File: src/rtl/eth_tx_frame_arb.sv
// ----------------------------------------------------------------------------
// eth_tx_frame_arb
//
// Purpose:
//   N-channel Ethernet transmit frame arbiter. It grants one channel per frame
//   and forwards that channel's Ethernet header, followed by its payload
//   stream, as one coherent frame. A channel flagged in RAW_MASK supplies
//   payload only. For such a channel the header is built here from
//   RAW_DEST_MAC, local_mac and RAW_ETH_TYPE.
//
// Ports:
//   clk, rst                    clock, asynchronous active-high reset
//   s_eth_hdr_valid/ready       per-channel header handshake (raw: unused)
//   s_eth_dest_mac/src_mac/type per-channel header fields, channel 0 in LSBs
//   s_eth_payload_axis_*        per-channel payload AXI-Stream
//   local_mac                   source MAC inserted for raw channels
//   m_eth_hdr_*                 granted header towards the transmitter
//   m_eth_payload_axis_*        granted payload towards the transmitter
//   m_sel                       channel currently granted
//   busy                        high while a frame is granted
// ----------------------------------------------------------------------------
module eth_tx_frame_arb #(
  parameter int                  CHANNELS     = 2,
  parameter int                  DATA_WIDTH   = 8,
  parameter string               ARB_MODE     = "ROUND_ROBIN",
  parameter logic [CHANNELS-1:0] RAW_MASK     = '0,
  parameter logic [15:0]         RAW_ETH_TYPE = 16'h88F7,
  parameter logic [47:0]         RAW_DEST_MAC = 48'h011B19000000,
  parameter int                  SEL_WIDTH    = (CHANNELS > 1) ? $clog2(CHANNELS) : 1
) (
  input  logic                           clk,
  input  logic                           rst,
  input  logic [CHANNELS-1:0]            s_eth_hdr_valid,
  output logic [CHANNELS-1:0]            s_eth_hdr_ready,
  input  logic [CHANNELS*48-1:0]         s_eth_dest_mac,
  input  logic [CHANNELS*48-1:0]         s_eth_src_mac,
  input  logic [CHANNELS*16-1:0]         s_eth_type,
  input  logic [CHANNELS*DATA_WIDTH-1:0] s_eth_payload_axis_tdata,
  input  logic [CHANNELS-1:0]            s_eth_payload_axis_tvalid,
  output logic [CHANNELS-1:0]            s_eth_payload_axis_tready,
  input  logic [CHANNELS-1:0]            s_eth_payload_axis_tlast,
  input  logic [CHANNELS-1:0]            s_eth_payload_axis_tuser,
  input  logic [47:0]                    local_mac,
  output logic                           m_eth_hdr_valid,
  input  logic                           m_eth_hdr_ready,
  output logic [47:0]                    m_eth_dest_mac,
  output logic [47:0]                    m_eth_src_mac,
  output logic [15:0]                    m_eth_type,
  output logic [DATA_WIDTH-1:0]          m_eth_payload_axis_tdata,
  output logic                           m_eth_payload_axis_tvalid,
  input  logic                           m_eth_payload_axis_tready,
  output logic                           m_eth_payload_axis_tlast,
  output logic                           m_eth_payload_axis_tuser,
  output logic [SEL_WIDTH-1:0]           m_sel,
  output logic                           busy
);

  localparam bit ROUND_ROBIN = (ARB_MODE == "ROUND_ROBIN");

  typedef enum logic [1:0] {
    ST_IDLE,
    ST_HDR,
    ST_PAYLOAD
  } state_t;

  state_t                 state, state_next;
  logic [SEL_WIDTH-1:0]   sel;
  logic [SEL_WIDTH-1:0]   rr_ptr;
  logic [SEL_WIDTH-1:0]   arb_base;
  logic [47:0]            dest_q, src_q;
  logic [15:0]            type_q;

  logic [CHANNELS-1:0]    req;
  logic                   any_req;
  logic [SEL_WIDTH-1:0]   win_idx;
  logic                   win_raw;
  logic [47:0]            win_dest, win_src;
  logic [15:0]            win_type;
  logic                   grant;
  logic                   frame_done;

  // (base + off) mod CHANNELS, narrowed to a channel index.
  function automatic logic [SEL_WIDTH-1:0] wrap_idx(input int base, input int off);
    return SEL_WIDTH'((base + off) % CHANNELS);
  endfunction

  // A raw channel requests with its first payload beat; any other channel
  // requests with its header.
  always_comb begin
    for (int i = 0; i < CHANNELS; i++) begin
      req[i] = RAW_MASK[i] ? s_eth_payload_axis_tvalid[i] : s_eth_hdr_valid[i];
    end
  end

  // Priority mode always scans from channel 0. Round-robin mode starts the
  // scan at the pointer and wraps.
  assign arb_base = ROUND_ROBIN ? rr_ptr : '0;

  // NOTE: every signal driven here gets a default before any conditional
  //       assignment, so no path leaves a value unassigned (no latches).
  always_comb begin
    any_req = 1'b0;
    win_idx = '0;
    for (int k = 0; k < CHANNELS; k++) begin
      if (!any_req && req[wrap_idx(int'(arb_base), k)]) begin
        any_req = 1'b1;
        win_idx = wrap_idx(int'(arb_base), k);
      end
    end
  end

  // Header of the winning channel. A raw channel uses the generated fields.
  always_comb begin
    win_raw  = RAW_MASK[win_idx];
    win_dest = RAW_DEST_MAC;
    win_src  = local_mac;
    win_type = RAW_ETH_TYPE;
    if (!win_raw) begin
      for (int i = 0; i < CHANNELS; i++) begin
        if (win_idx == SEL_WIDTH'(i)) begin
          win_dest = s_eth_dest_mac[i*48 +: 48];
          win_src  = s_eth_src_mac[i*48 +: 48];
          win_type = s_eth_type[i*16 +: 16];
        end
      end
    end
  end

  assign grant = (state == ST_IDLE) && any_req;

  // Payload pass-through from the granted channel only. Every source's
  // tready stays low outside PAYLOAD, so a raw channel's first beat is
  // held at its source until the header has gone out.
  always_comb begin
    m_eth_payload_axis_tdata  = '0;
    m_eth_payload_axis_tvalid = 1'b0;
    m_eth_payload_axis_tlast  = 1'b0;
    m_eth_payload_axis_tuser  = 1'b0;
    s_eth_payload_axis_tready = '0;
    if (state == ST_PAYLOAD) begin
      for (int i = 0; i < CHANNELS; i++) begin
        if (sel == SEL_WIDTH'(i)) begin
          m_eth_payload_axis_tdata     = s_eth_payload_axis_tdata[i*DATA_WIDTH +: DATA_WIDTH];
          m_eth_payload_axis_tvalid    = s_eth_payload_axis_tvalid[i];
          m_eth_payload_axis_tlast     = s_eth_payload_axis_tlast[i];
          m_eth_payload_axis_tuser     = s_eth_payload_axis_tuser[i];
          s_eth_payload_axis_tready[i] = m_eth_payload_axis_tready;
        end
      end
    end
  end

  assign frame_done = (state == ST_PAYLOAD) && m_eth_payload_axis_tvalid &&
                      m_eth_payload_axis_tready && m_eth_payload_axis_tlast;

  // Next state and the one-cycle header accept pulse. The pulse is masked
  // while rst is high, because the register would not capture the header
  // in that cycle.
  always_comb begin
    state_next      = state;
    s_eth_hdr_ready = '0;
    unique case (state)
      ST_IDLE: begin
        if (any_req) begin
          state_next = ST_HDR;
          if (!win_raw && !rst) begin
            s_eth_hdr_ready[win_idx] = 1'b1;
          end
        end
      end
      ST_HDR: begin
        if (m_eth_hdr_ready) begin
          state_next = ST_PAYLOAD;
        end
      end
      ST_PAYLOAD: begin
        if (frame_done) begin
          state_next = ST_IDLE;
        end
      end
      default: state_next = ST_IDLE;
    endcase
  end

  // NOTE: sequential state uses non-blocking assignments only, so every
  //       register samples the values from before the clock edge.
  always_ff @(posedge clk or posedge rst) begin
    if (rst) begin
      state <= ST_IDLE;
    end else begin
      state <= state_next;
    end
  end

  // The grant and header capture registers are reset as well, so that
  // m_sel and the header outputs read 0 after reset.
  always_ff @(posedge clk or posedge rst) begin
    if (rst) begin
      sel    <= '0;
      rr_ptr <= '0;
      dest_q <= '0;
      src_q  <= '0;
      type_q <= '0;
    end else begin
      if (grant) begin
        sel    <= win_idx;
        dest_q <= win_dest;
        src_q  <= win_src;
        type_q <= win_type;
      end
      if (frame_done && ROUND_ROBIN) begin
        rr_ptr <= wrap_idx(int'(sel), 1);
      end
    end
  end

  assign m_eth_hdr_valid = (state == ST_HDR);
  assign m_eth_dest_mac  = dest_q;
  assign m_eth_src_mac   = src_q;
  assign m_eth_type      = type_q;
  assign m_sel           = sel;
  assign busy            = (state != ST_IDLE);

endmodule

File: config.mk
export PLATFORM = sky130hd
export DESIGN_NAME = eth_tx_frame_arb
export DESIGN_NICKNAME = d
export VERILOG_FILES = /design/src/rtl/eth_tx_frame_arb.sv
export SDC_FILE = /design/constraint.sdc
export NUM_CORES = 1
export LEC_CHECK = 0
export BUFFER_PORTS_ARGS = -buffer_cell sky130_fd_sc_hd__buf_4
export CAP_MARGIN = 40
export CORE_ASPECT_RATIO = 0.6
export CORE_MARGIN = 2
export CORE_UTILIZATION = 30
export DETAILED_ROUTE_END_ITERATION = 6
export GPL_TIMING_DRIVEN = 1
export PLACE_DENSITY_LB_ADDON = 0.08
export REMOVE_ABC_BUFFERS = 1
export SETUP_SLACK_MARGIN = 0.15
export SYNTH_ARGS = -nofsm -noshare
export SYNTH_HDL_FRONTEND = slang
export SYNTH_SLANG_ARGS = --single-unit
File: constraint.sdc
create_clock -name clk -period 20.9 [get_ports clk]
set_input_delay 6.27 -clock clk [delete_from_list [all_inputs] [get_ports clk]]
set_output_delay 6.27 -clock clk [all_outputs]
set_load 0.05 [all_outputs]
==> results.txt, run 1 <==
----------------------------------------------------
[Timing]
  Count of endpoints failing setup in the final report ... 0
  Share of the cycle needed by the critical path after routing ... 69.8%
  Slew margin rel. ... 39.9%
  Clock Skews ... 6.15 ps
  Slew of the pin with the lowest slew margin ... 902 ps
  Total Negative Setup Slacks ... 0 ps
  Crit path setup slack, layout ... between 6000 and 7000 ps
  Min Tclk post-route ... 14590 ps
  Unrepaired setup endpoints after global routing ... no
  Final max-slew violation count ... 0
  Top achievable clock speed ... a little under 0.07 GHz
  Count of endpoints failing hold in the final timing report ... 0

[Pwr]
  Leakage ... 4.33 nW
  Power Dens Cells ... 173 mW/mm^2
  Worst vdd ir ... 0.0732 mV

[Clock tree]
  Clock Path Buffers ... 2
  CTS hold repair buffers ... 0
  Clock insertion delay at the later pin of the skew report ... 420 ps
  TritonCTS buffer count ... 17
  Number of levels the H-tree was split into ... 4
  Post-cts gate resize count ... 0
  Total setup buffers inserted after CTS ... 0
  Clock input transition at the sequential cells of the worst setup and hold paths ... about 50 ps
  # clock sinks ... 116
  Cell at the root of the clock tree ... clkbuf_16
  Clock tree from TritonCTS ... yes

[Drt]
  Post-route ant nets ... 0
  1st-iter DRT viols ... 344
  Total vias in the final route ... 6864
  DRC Markers ... 0
  Total wire length after detailed routing ... 26500 um
  Vias per cell ... 5.20
  Number of iterations in the first detailed-routing pass ... 4
  Post-DR wirelength/cell ... roughly 20 um

[GRT]
  GR Util All Layers ... between 20 and 25%
  Total grt overflow ... 0
  Largest net degree at the start of global routing ... 92
  Number of antenna violations at the first check in global routing ... 0
  Wire length of the first global-routing pass ... 40400 um
  Via count of the first global-routing pass ... ~6700

[Finish]
  Filler cell count in the final layout ... 2165
  Net count reported at finish ... 1322
  Final core utilization ... approximately 46%
  Area growth from synthesis to layout ... 52.1%
  Fraction of layout instances using a drive strength above 1 ... slightly below 50%
  Antenna diodes ... 0

[Synthesis]
  Main flop type after synthesis ... dfrtp_1
  Count of flip-flops with a built-in enable after synthesis ... 0
  Number of warnings reported in the yosys synthesis log ... 0
  Flip-flop and latch count after synthesis ... 116
  Post-synthesis async set-or-reset flop share ... 100%
  Cells after synthesis ... approximately 700
  Synth area leader ... dfrtp_1
  Ranking of synthesized cells by area ... dfrtp_1, a31oi_2, nand3b_1, o21ai_0, a21oi_1
  Avg Synthesized Cell Area ... 9.58 um^2
  Library cells used by synthesis ... 25
  Synth top area share ... 43.2%
  Seq/Total Area, Yosys ... between 40% and 50%
  Most numerous cell in the Yosys netlist ... dfrtp_1
  Top cells by count, synth ... dfrtp_1, o21ai_0, a21oi_1, nand3b_1, a31oi_2
  Post-synthesis instance area ... about 0.0067 mm^2

[Placement]
  Placer Congestion ... 0.762
  Dpl ws ... about 6200 ps
  Quantity of I/O buffers inserted on ports ... approximately 380
  HPWL reported at the end of detailed placement ... 17400 um

[Floorplan]
  Die boundary height ... roughly 120 um
  Total die area ... 0.0236 mm^2
  Area of the core ... 0.0220 mm^2
  Boundary Pins ... 430
  Cell Rows ... 42
  Die X-Extent ... 197 um
  Initial Util ... 30.5%

[Worst setup path]
  Max FO, Critical Path ... 58
  Setup CP Type ... in2out
  Type of origin of the critical path ... input pin
  Data arrival time at the worst-slack endpoint ... between 8000 and 9000 ps
  Crit path capture type ... output pin
  Worst EP required ... 14630 ps

[Status]
  Outcome ... complete, no violations

[Flow run]
  Maximum capacitance violations ... 0

[Hold path]
  Path category of the worst min-delay check ... reg2reg

----------------------------------------------------
## metrics by stage
stage | hold slack, ps | power (W) | cell area [um^2] | cells
after floorplan | 498 | 0.00114 | 6290 | 610
after global placement | 539 | 0.00148 | 9600 | 1286
after detailed placement | 541 | 0.00149 | 9660 | 1289
after CTS | 554 | 0.00178 | 10200 | 1319
after global routing | 566 | 0.00185 | 10200 | 1319
final | 549 | 0.00176 | 10200 | 1319
## flip-flops by register name, indices dropped and copies added (netlist names)
| signal | cells |
|---|---|
| m_eth_dest_mac | 48 |
| arb_base | 1 |
| m_sel | 1 |
| m_eth_src_mac | 48 |
| m_eth_type | 16 |
| state | 2 |
## critical path, cell delays in order
cell and delay, ps:
buf_4 550, clkinv_2 670, nor2_1 350, and3_1 210, buf_4 210
## worst paths after layout
kind	from	endpoint	slack (ps)	cells past startpoint
worst max-delay path	s_eth_hdr_valid[1]	s_eth_hdr_ready[1]	6310	5
worst min-delay path	m_eth_dest_mac[1]	m_eth_dest_mac[1]	550	2
worst max register to register	state[0]	m_eth_src_mac[42]	17330	6
worst min register to register	m_eth_dest_mac[1]	m_eth_dest_mac[1]	550	2
max in group asynchronous	rst	m_eth_dest_mac[28]	13730	4
min in group asynchronous	rst	m_eth_src_mac[25]	5930	2
## final cells by class
cell class                 instances  area [um^2]  share of cell area, %
multi-input combinational        488         3380                   33.1
timing repair buffer             393         2990                   29.2
sequential                       116         2900                   28.4
clock buffer                      26          519                   5.08
tap                              286          358                   3.50
clock inverter                     4         45.0                  0.441
inverter                           6         26.3                  0.257
## cell families (layout without fill, tap and decap cells)
| group | Yosys count | after routing | synth area share, % |
|---|---|---|---|
| and+or+nand+nor | 137 | 137 | 14.3 |
| muxes | 12 | 12 | 1.79 |
| DFF | 116 | 116 | 43.2 |
| buffers and inverters | 97 | 429 | 6.74 |
| AOI/OAI and AO/OA | 339 | 339 | 34.0 |
## routing by layer
metal | vias to the layer above | track usage, % | routed length (um)
li1 | 3262 | - | -
met1 | 3315 | 29.1 | 11700
met2 | 256 | 34.1 | 12000
met3 | 31 | 8.35 | 2410
met4 | 0 | 6.44 | 415
met5 | - | 0 | 0
## cells in the final DEF, fill, tap and decap left out, types with 3 or more instances in the layout
cell type,n
clkbuf_1,3
o21ai_0,113
inv_1,4
a31oi_2,70
mux2i_1,12
clkinv_2,4
nor2_1,12
buf_12,3
dfrtp_1,116
a21oi_1,112
clkbuf_16,17
clkbuf_8,6
a31oi_1,42
nand3b_1,112
buf_4,390
## report_power, final
part / internal [W] / leakage [nW] / switching (W) / total, W
sequential: 0.000340 / 1.30 / 0.0000709 / 0.000411
clock: 0.000181 / 0.282 / 0.000106 / 0.000286
combinational: 0.000335 / 2.75 / 0.000731 / 0.00107
total: 0.000856 / 4.33 / 0.000908 / 0.00176
(Power assumes the default switching activity.)
==> run 2: changes to the inputs <==
--- a/config.mk
+++ b/config.mk
@@ -5,12 +5,12 @@
 export SDC_FILE = /design/constraint.sdc
 export NUM_CORES = 1
 export LEC_CHECK = 0
+export ABC_AREA = 1
 export BUFFER_PORTS_ARGS = -buffer_cell sky130_fd_sc_hd__buf_4
 export CAP_MARGIN = 40
-export CORE_ASPECT_RATIO = 0.6
-export CORE_MARGIN = 2
-export CORE_UTILIZATION = 30
+export CORE_AREA = 2 2 168 170
 export DETAILED_ROUTE_END_ITERATION = 6
+export DIE_AREA = 0 0 170 172
 export GPL_TIMING_DRIVEN = 1
 export PLACE_DENSITY_LB_ADDON = 0.08
 export REMOVE_ABC_BUFFERS = 1
==> constraint.sdc (replaced) <==
create_clock -name clk -period 13 [get_ports clk]
set_input_delay 3.9 -clock clk [delete_from_list [all_inputs] [get_ports clk]]
set_output_delay 3.9 -clock clk [all_outputs]
set_load 0.05 [all_outputs]
==> results.txt, run 2 <==
----------------------------------------------------
[Timing]
  Min Tclk post-route ... about 9600 ps
  Slew margin rel. ... a little over half
  Slew of the pin with the lowest slew margin ... 700 ps
  Final max-slew violation count ... 0
  Unrepaired setup endpoints after global routing ... no
  Count of endpoints failing setup in the final report ... 0
  Top achievable clock speed ... 0.104 GHz
  Share of the cycle needed by the critical path after routing ... approximately three quarters
  Total Negative Setup Slacks ... 0 ps
  Clock Skews ... approximately 8 ps
  Count of endpoints failing hold in the final timing report ... 0

[Worst setup path]
  Crit path buffers/inverters ... 4
  Type of origin of the critical path ... input pin
  Cell repeated most along the worst path ... buf_4
  Crit path capture type ... output pin
  Data arrival time at the worst-slack endpoint ... 5700 ps
  Max FO, Critical Path ... 57
  Worst EP required ... 9100 ps
  Slowest cell on the critical path ... buf_4
  Cells along the critical path ... buf_4 -> nor2_1 -> nor2_4 -> buf_4 -> inv_4 -> nor3_1 -> buf_4
  Worst stage delay on the critical path ... 530 ps
  Setup CP Type ... in2out
  Family with the most delay on the worst path ... buffers and inverters

[Clock tree]
  Clock insertion delay at the later pin of the skew report ... 410 ps
  Clock tree from TritonCTS ... yes
  Number of levels the H-tree was split into ... 4
  # clock sinks ... between 100 and 150
  Clock input transition at the sequential cells of the worst setup and hold paths ... roughly 60 ps
  CTS hold repair buffers ... 0
  Cell at the root of the clock tree ... clkbuf_16
  Clock Path Buffers ... 2
  Post-cts gate resize count ... 0
  TritonCTS buffer count ... 17
  Total setup buffers inserted after CTS ... 0

[Floorplan]
  Boundary Pins ... 430
  Die boundary height ... 172 um
  Initial Util ... between 20 and 25%
  Die X-Extent ... 170 um
  Cell Rows ... 61
  Total die area ... 0.0292 mm^2
  Area of the core ... ~0.027 mm^2

[Placement]
  HPWL reported at the end of detailed placement ... roughly 17000 um
  Quantity of I/O buffers inserted on ports ... 381
  Placer Congestion ... approximately 0.73
  Placed Cells incl. Taps ... 1591

[Synthesis]
  Dominant combinational cell family by area after synthesis ... simple AND/OR/NAND/NOR gates
  Main flop type after synthesis ... dfrtp_1
  Post-synthesis xor/xnor area fraction ... 0%
  Library cells used by synthesis ... 18
  Post-synthesis async set-or-reset flop share ... between 90% and 100%
  Cells after synthesis ... 907
  Flip-flop and latch count after synthesis ... 116
  Count of flip-flops with a built-in enable after synthesis ... 0
  Post-synthesis instance area ... 0.00601 mm^2
  Most numerous cell in the Yosys netlist ... nand2_1
  Post-synthesis compound-gate area fraction ... 1.04%
  Mux cell area share after synthesis ... 0%
  Synth area leader ... dfrtp_1
  Synthesized-area fraction occupied by and/or/nand/nor cells ... 45.2%
  Top cells by count, synth ... nand2_1, dfrtp_1, buf_2
  Seq/Total Area, Yosys ... 48.3%
  Arithmetic-cell share of the synthesized area counting full adders, half adders and majority gates ... 0%
  Avg Synthesized Cell Area ... ~6.6 um^2
  Ranking of synthesized cells by area ... dfrtp_1, nand2_1, buf_2, buf_6, a21oi_1
  Number of warnings reported in the yosys synthesis log ... 0
  Synth top area share ... between 40% and 50%

[GRT]
  GR Util All Layers ... between 10% and 20%
  Total grt overflow ... 0
  Wire length of the first global-routing pass ... approximately 35000 um
  Number of antenna violations at the first check in global routing ... 0
  Via count of the first global-routing pass ... 6365
  Largest net degree at the start of global routing ... 67

[Status]
  Outcome ... complete, no violations

[Drt]
  Vias per cell ... 4.09
  Post-route ant nets ... 0
  Number of iterations in the first detailed-routing pass ... 7
  1st-iter DRT viols ... 270
  Total vias in the final route ... roughly 6600
  Total wire length after detailed routing ... 22800 um
  DRC Markers ... 0
  Post-DR wirelength/cell ... 14.1 um

[Finish]
  Commonest non-fill, non-tap cells in the layout ... nand2_1, buf_4, dfrtp_1
  Filler cell count in the final layout ... 3067
  Antenna diodes ... 0
  Count of non-filler cells in the finished layout ... 1623
  Area growth from synthesis to layout ... 61.6%
  Leading cell type in the layout, fill and taps excluded ... nand2_1
  Net count reported at finish ... roughly 1600
  Fraction of layout instances using a drive strength above 1 ... ~34%

[Pwr]
  Portion of total power attributed to sequential cells ... 24.5%
  Leakage ... 5.73 nW
  Power Dens Cells ... 263 mW/mm^2
  Clock network fraction of total power ... between 10% and 20%
  Worst vdd ir ... 0.0863 mV
  Switching share of power ... 52.1%
  Combinational Power Share ... 57.0%
  Net switching power ... 0.00133 W
  Int Power ... 0.00122 W

[Hold path]
  Path category of the worst min-delay check ... reg2reg

[Flow run]
  Maximum capacitance violations ... 0

----------------------------------------------------
run 2: through the flow:
| stage | hold slack [ps] | instance area, um^2 | worst slack (ps) | power (W) | utilization (%) |
|---|---|---|---|---|---|
| after floorplan | 449 | 5720 | 1610 | 0.00158 | - |
| after global placement | 463 | 9070 | 3390 | 0.00211 | 33.0 |
| after detailed placement | 466 | 9120 | 3380 | 0.00212 | 33.2 |
| after CTS | 482 | 9710 | 3370 | 0.00261 | 35.3 |
| after global routing | 486 | 9710 | 3250 | 0.00272 | 35.3 |
| final | 478 | 9710 | 3400 | 0.00256 | 35.3 |
run 2: power groups by stage:
| stage | clock [W] | combinational [W] | sequential (W) |
|---|---|---|---|
| 3_5_place_dp | 0 | 0.00149 | 0.000629 |
| 3_3_place_gp | 0 | 0.00149 | 0.000628 |
| 5_1_grt | 0.000505 | 0.00156 | 0.000651 |
| 2_1_floorplan | 0 | 0.000380 | 0.00120 |
| 6_report | 0.000471 | 0.00146 | 0.000627 |
| 4_1_cts | 0.000488 | 0.00149 | 0.000629 |
run 2: path summary, 6_finish.rpt:
kind,cells past startpoint,startpoint,slack [ps],endpoint
max,7,s_eth_hdr_valid[1],3400,s_eth_hdr_ready[0]
min,2,m_eth_src_mac[23],480,m_eth_src_mac[23]
max reg2reg,8,state[0],10500,m_eth_src_mac[21]
min reg2reg,2,m_eth_src_mac[23],480,m_eth_src_mac[23]
max in group asynchronous,4,rst,8230,m_eth_type[9]
min in group asynchronous,2,rst,3610,m_eth_src_mac[41]
run 2: worst register-to-register path: cells and delay by family (launching register included):
kind          cells  cell delay, ps
buf+inv           4            1610
flops             1             380
simple gates      4             460
run 2: area by class of cell:
cell class                 count  area, um^2  area share (%)
timing repair buffer         389        2950            30.4
sequential                   116        2900            29.9
multi-input combinational    730        2780            28.7
clock buffer                  18         439            4.52
tap                          346         433            4.46
clock inverter                14         153            1.57
inverter                      10        45.0           0.464
run 2: logic make-up (layout without fill, tap and decap cells):
logic type | Yosys count | after routing
flip-flops | 116 | 116
AO/OA/AOI/OAI | 12 | 12
buffers and inverters | 61 | 431
AND/OR/NAND/NOR | 718 | 718
run 2: routing by layer:
metal  GRT usage, %  wire [um]  share of wire (%)
met1           17.4       9060                 40
met2           26.8      11200                 49
met3           5.08       1960                8.6
met4           5.65        567                2.5
met5              0          0                  0
==> run 3: changes to the inputs <==
==> constraint.sdc (replaced) <==
create_clock -name clk -period 8.4 [get_ports clk]
set_input_delay 2.52 -clock clk [delete_from_list [all_inputs] [get_ports clk]]
set_output_delay 2.52 -clock clk [all_outputs]
set_load 0.05 [all_outputs]
==> results.txt, run 3 (synthesis results as in run 2) <==
----------------------------------------------------
[Floorplan]
  Boundary Pins ... 430
  Initial Util ... 21.9%
  Total die area ... around 0.03 mm^2
  Area of the core ... 0.0275 mm^2
  Die boundary height ... 172 um
  Die X-Extent ... ~170 um
  Cell Rows ... 61

[Clock tree]
  # clock sinks ... ~120
  Clock tree from TritonCTS ... yes
  Cell at the root of the clock tree ... clkbuf_16
  TritonCTS buffer count ... 17
  Clock input transition at the sequential cells of the worst setup and hold paths ... 60 ps
  Clock Path Buffers ... 2
  Number of levels the H-tree was split into ... 4
  Clock insertion delay at the later pin of the skew report ... approximately 410 ps
  Total setup buffers inserted after CTS ... 0
  CTS hold repair buffers ... 0
  Post-cts gate resize count ... 0

[Timing]
  Min Tclk post-route ... 6470 ps
  Final max-slew violation count ... 0
  Count of endpoints failing hold in the final timing report ... 0
  Count of endpoints failing setup in the final report ... 0
  Top achievable clock speed ... 0.155 GHz
  Final hold slack ... 476 ps
  Share of the cycle needed by the critical path after routing ... 77.1%
  Unrepaired setup endpoints after global routing ... no
  Slew of the pin with the lowest slew margin ... 765 ps
  Slew margin rel. ... 49.0%
  Clock Skews ... approximately 12 ps

[Flow run]
  Maximum capacitance violations ... 0

[Finish]
  Fraction of layout instances using a drive strength above 1 ... 33.6%
  Area occupied by registers ... ~0.0029 mm^2
  Leading cell type in the layout, fill and taps excluded ... nand2_1
  Net count reported at finish ... 1564
  Total non-filler cell area in the finished layout ... roughly 0.0097 mm^2
  Filler cell count in the final layout ... 3062
  Count of non-filler cells in the finished layout ... ~1600
  Antenna diodes ... 0
  Area growth from synthesis to layout ... 61.7%
  Total area of multi-input combinational cells ... 0.00278 mm^2
  Commonest non-fill, non-tap cells in the layout ... nand2_1, buf_4, dfrtp_1

[GRT]
  GR Util All Layers ... 15.6%
  Total grt overflow ... 0
  Via count of the first global-routing pass ... 6361
  Met2 track demand over resource ... 28.0%
  Met1 demand-to-capacity share in global routing ... 18.1%
  Wire length of the first global-routing pass ... around 35000 um
  Number of antenna violations at the first check in global routing ... 0
  Grt met3 use ... 5.49%
  Largest net degree at the start of global routing ... 65
  Global-route layer with the greatest usage ... met2

[Drt]
  Number of iterations in the first detailed-routing pass ... 4
  Post-route ant nets ... 0
  Total vias in the final route ... 6606
  Total wire length after detailed routing ... roughly 23000 um
  Post-DR wirelength/cell ... approximately 14 um
  DRC Markers ... 0
  1st-iter DRT viols ... roughly 220
  Vias per cell ... approximately 4.1

[Worst setup path]
  Worst EP required ... 5880 ps
  Data arrival time at the worst-slack endpoint ... roughly 4000 ps
  Crit path capture type ... output pin
  Type of origin of the critical path ... input pin
  Setup CP Type ... in2out
  Minimum setup slack among reg-to-reg paths ... 5990 ps
  Max FO, Critical Path ... 58

[Placement]
  Placed Cells incl. Taps ... 1591
  HPWL reported at the end of detailed placement ... 16600 um
  Placed standard-cell area ... approximately 0.0091 mm^2
  Quantity of I/O buffers inserted on ports ... 381
  Placer Congestion ... 0.713

[Status]
  Outcome ... complete, no violations

[Pwr]
  Power Dens Cells ... about 410 mW/mm^2
  Leakage ... approximately 5.7 nW
  Worst vdd ir ... 0.154 mV
  Tot Pwr ... 0.00396 W

[Hold path]
  Path category of the worst min-delay check ... reg2reg

----------------------------------------------------
run 3: changes by cell type in the layout (fill, tap and decap cells not counted):
cell | previous run | this run
buf_12 | 1 | 0
clkinv_4 | 3 | 2
inv_6 | 3 | 4
buf_16 | 1 | 2
run 3: path summary, 6_finish.rpt:
path | endpoint | cells after the start | startpoint
worst max-delay path | s_eth_hdr_ready[1] | 7 | s_eth_hdr_valid[0]
worst min-delay path | m_eth_src_mac[11] | 2 | m_eth_src_mac[11]
worst max register to register | m_eth_src_mac[6] | 10 | arb_base
worst min register to register | m_eth_src_mac[11] | 2 | m_eth_src_mac[11]
max in group asynchronous | m_eth_src_mac[13] | 4 | rst
min in group asynchronous | m_sel | 2 | rst
run 3: layout make-up:
| class | count | area share [%] |
|---|---|---|
| tap | 346 | 4.46 |
| clock buffer | 18 | 4.52 |
| inverter | 10 | 0.464 |
| timing repair buffer | 389 | 30.5 |
| multi-input combinational | 730 | 28.7 |
| clock inverter | 14 | 1.57 |
| sequential | 116 | 29.9 |
run 3: layer usage:
layer,routed length (um),vias up
met1,9450,2956
met3,1930,10
met2,11700,220
met5,0,-
li1,-,3420
met4,170,0
run 3: through the flow:
stage	TNS, ps	util, %	worst slack [ps]
2_1_floorplan	-231	-	-231
3_3_place_gp	0	33.0	1850
3_5_place_dp	0	33.2	1830
4_1_cts	0	35.4	1830
5_1_grt	0	35.4	1780
6_report	0	35.4	1930
run 3: power by group:
part | internal [W] | switching, W
Clock | 0.000448 | 0.000287
Combinational | 0.000623 | 0.00163
Sequential | 0.000824 | 0.000149
run 3: worst max-delay path, stage by stage:
cell     delay (ps)
buf_4           110
nand2_1          90
nand2_4         350
inv_4           390
nand2_1         120
nor2_1          110
buf_4           200
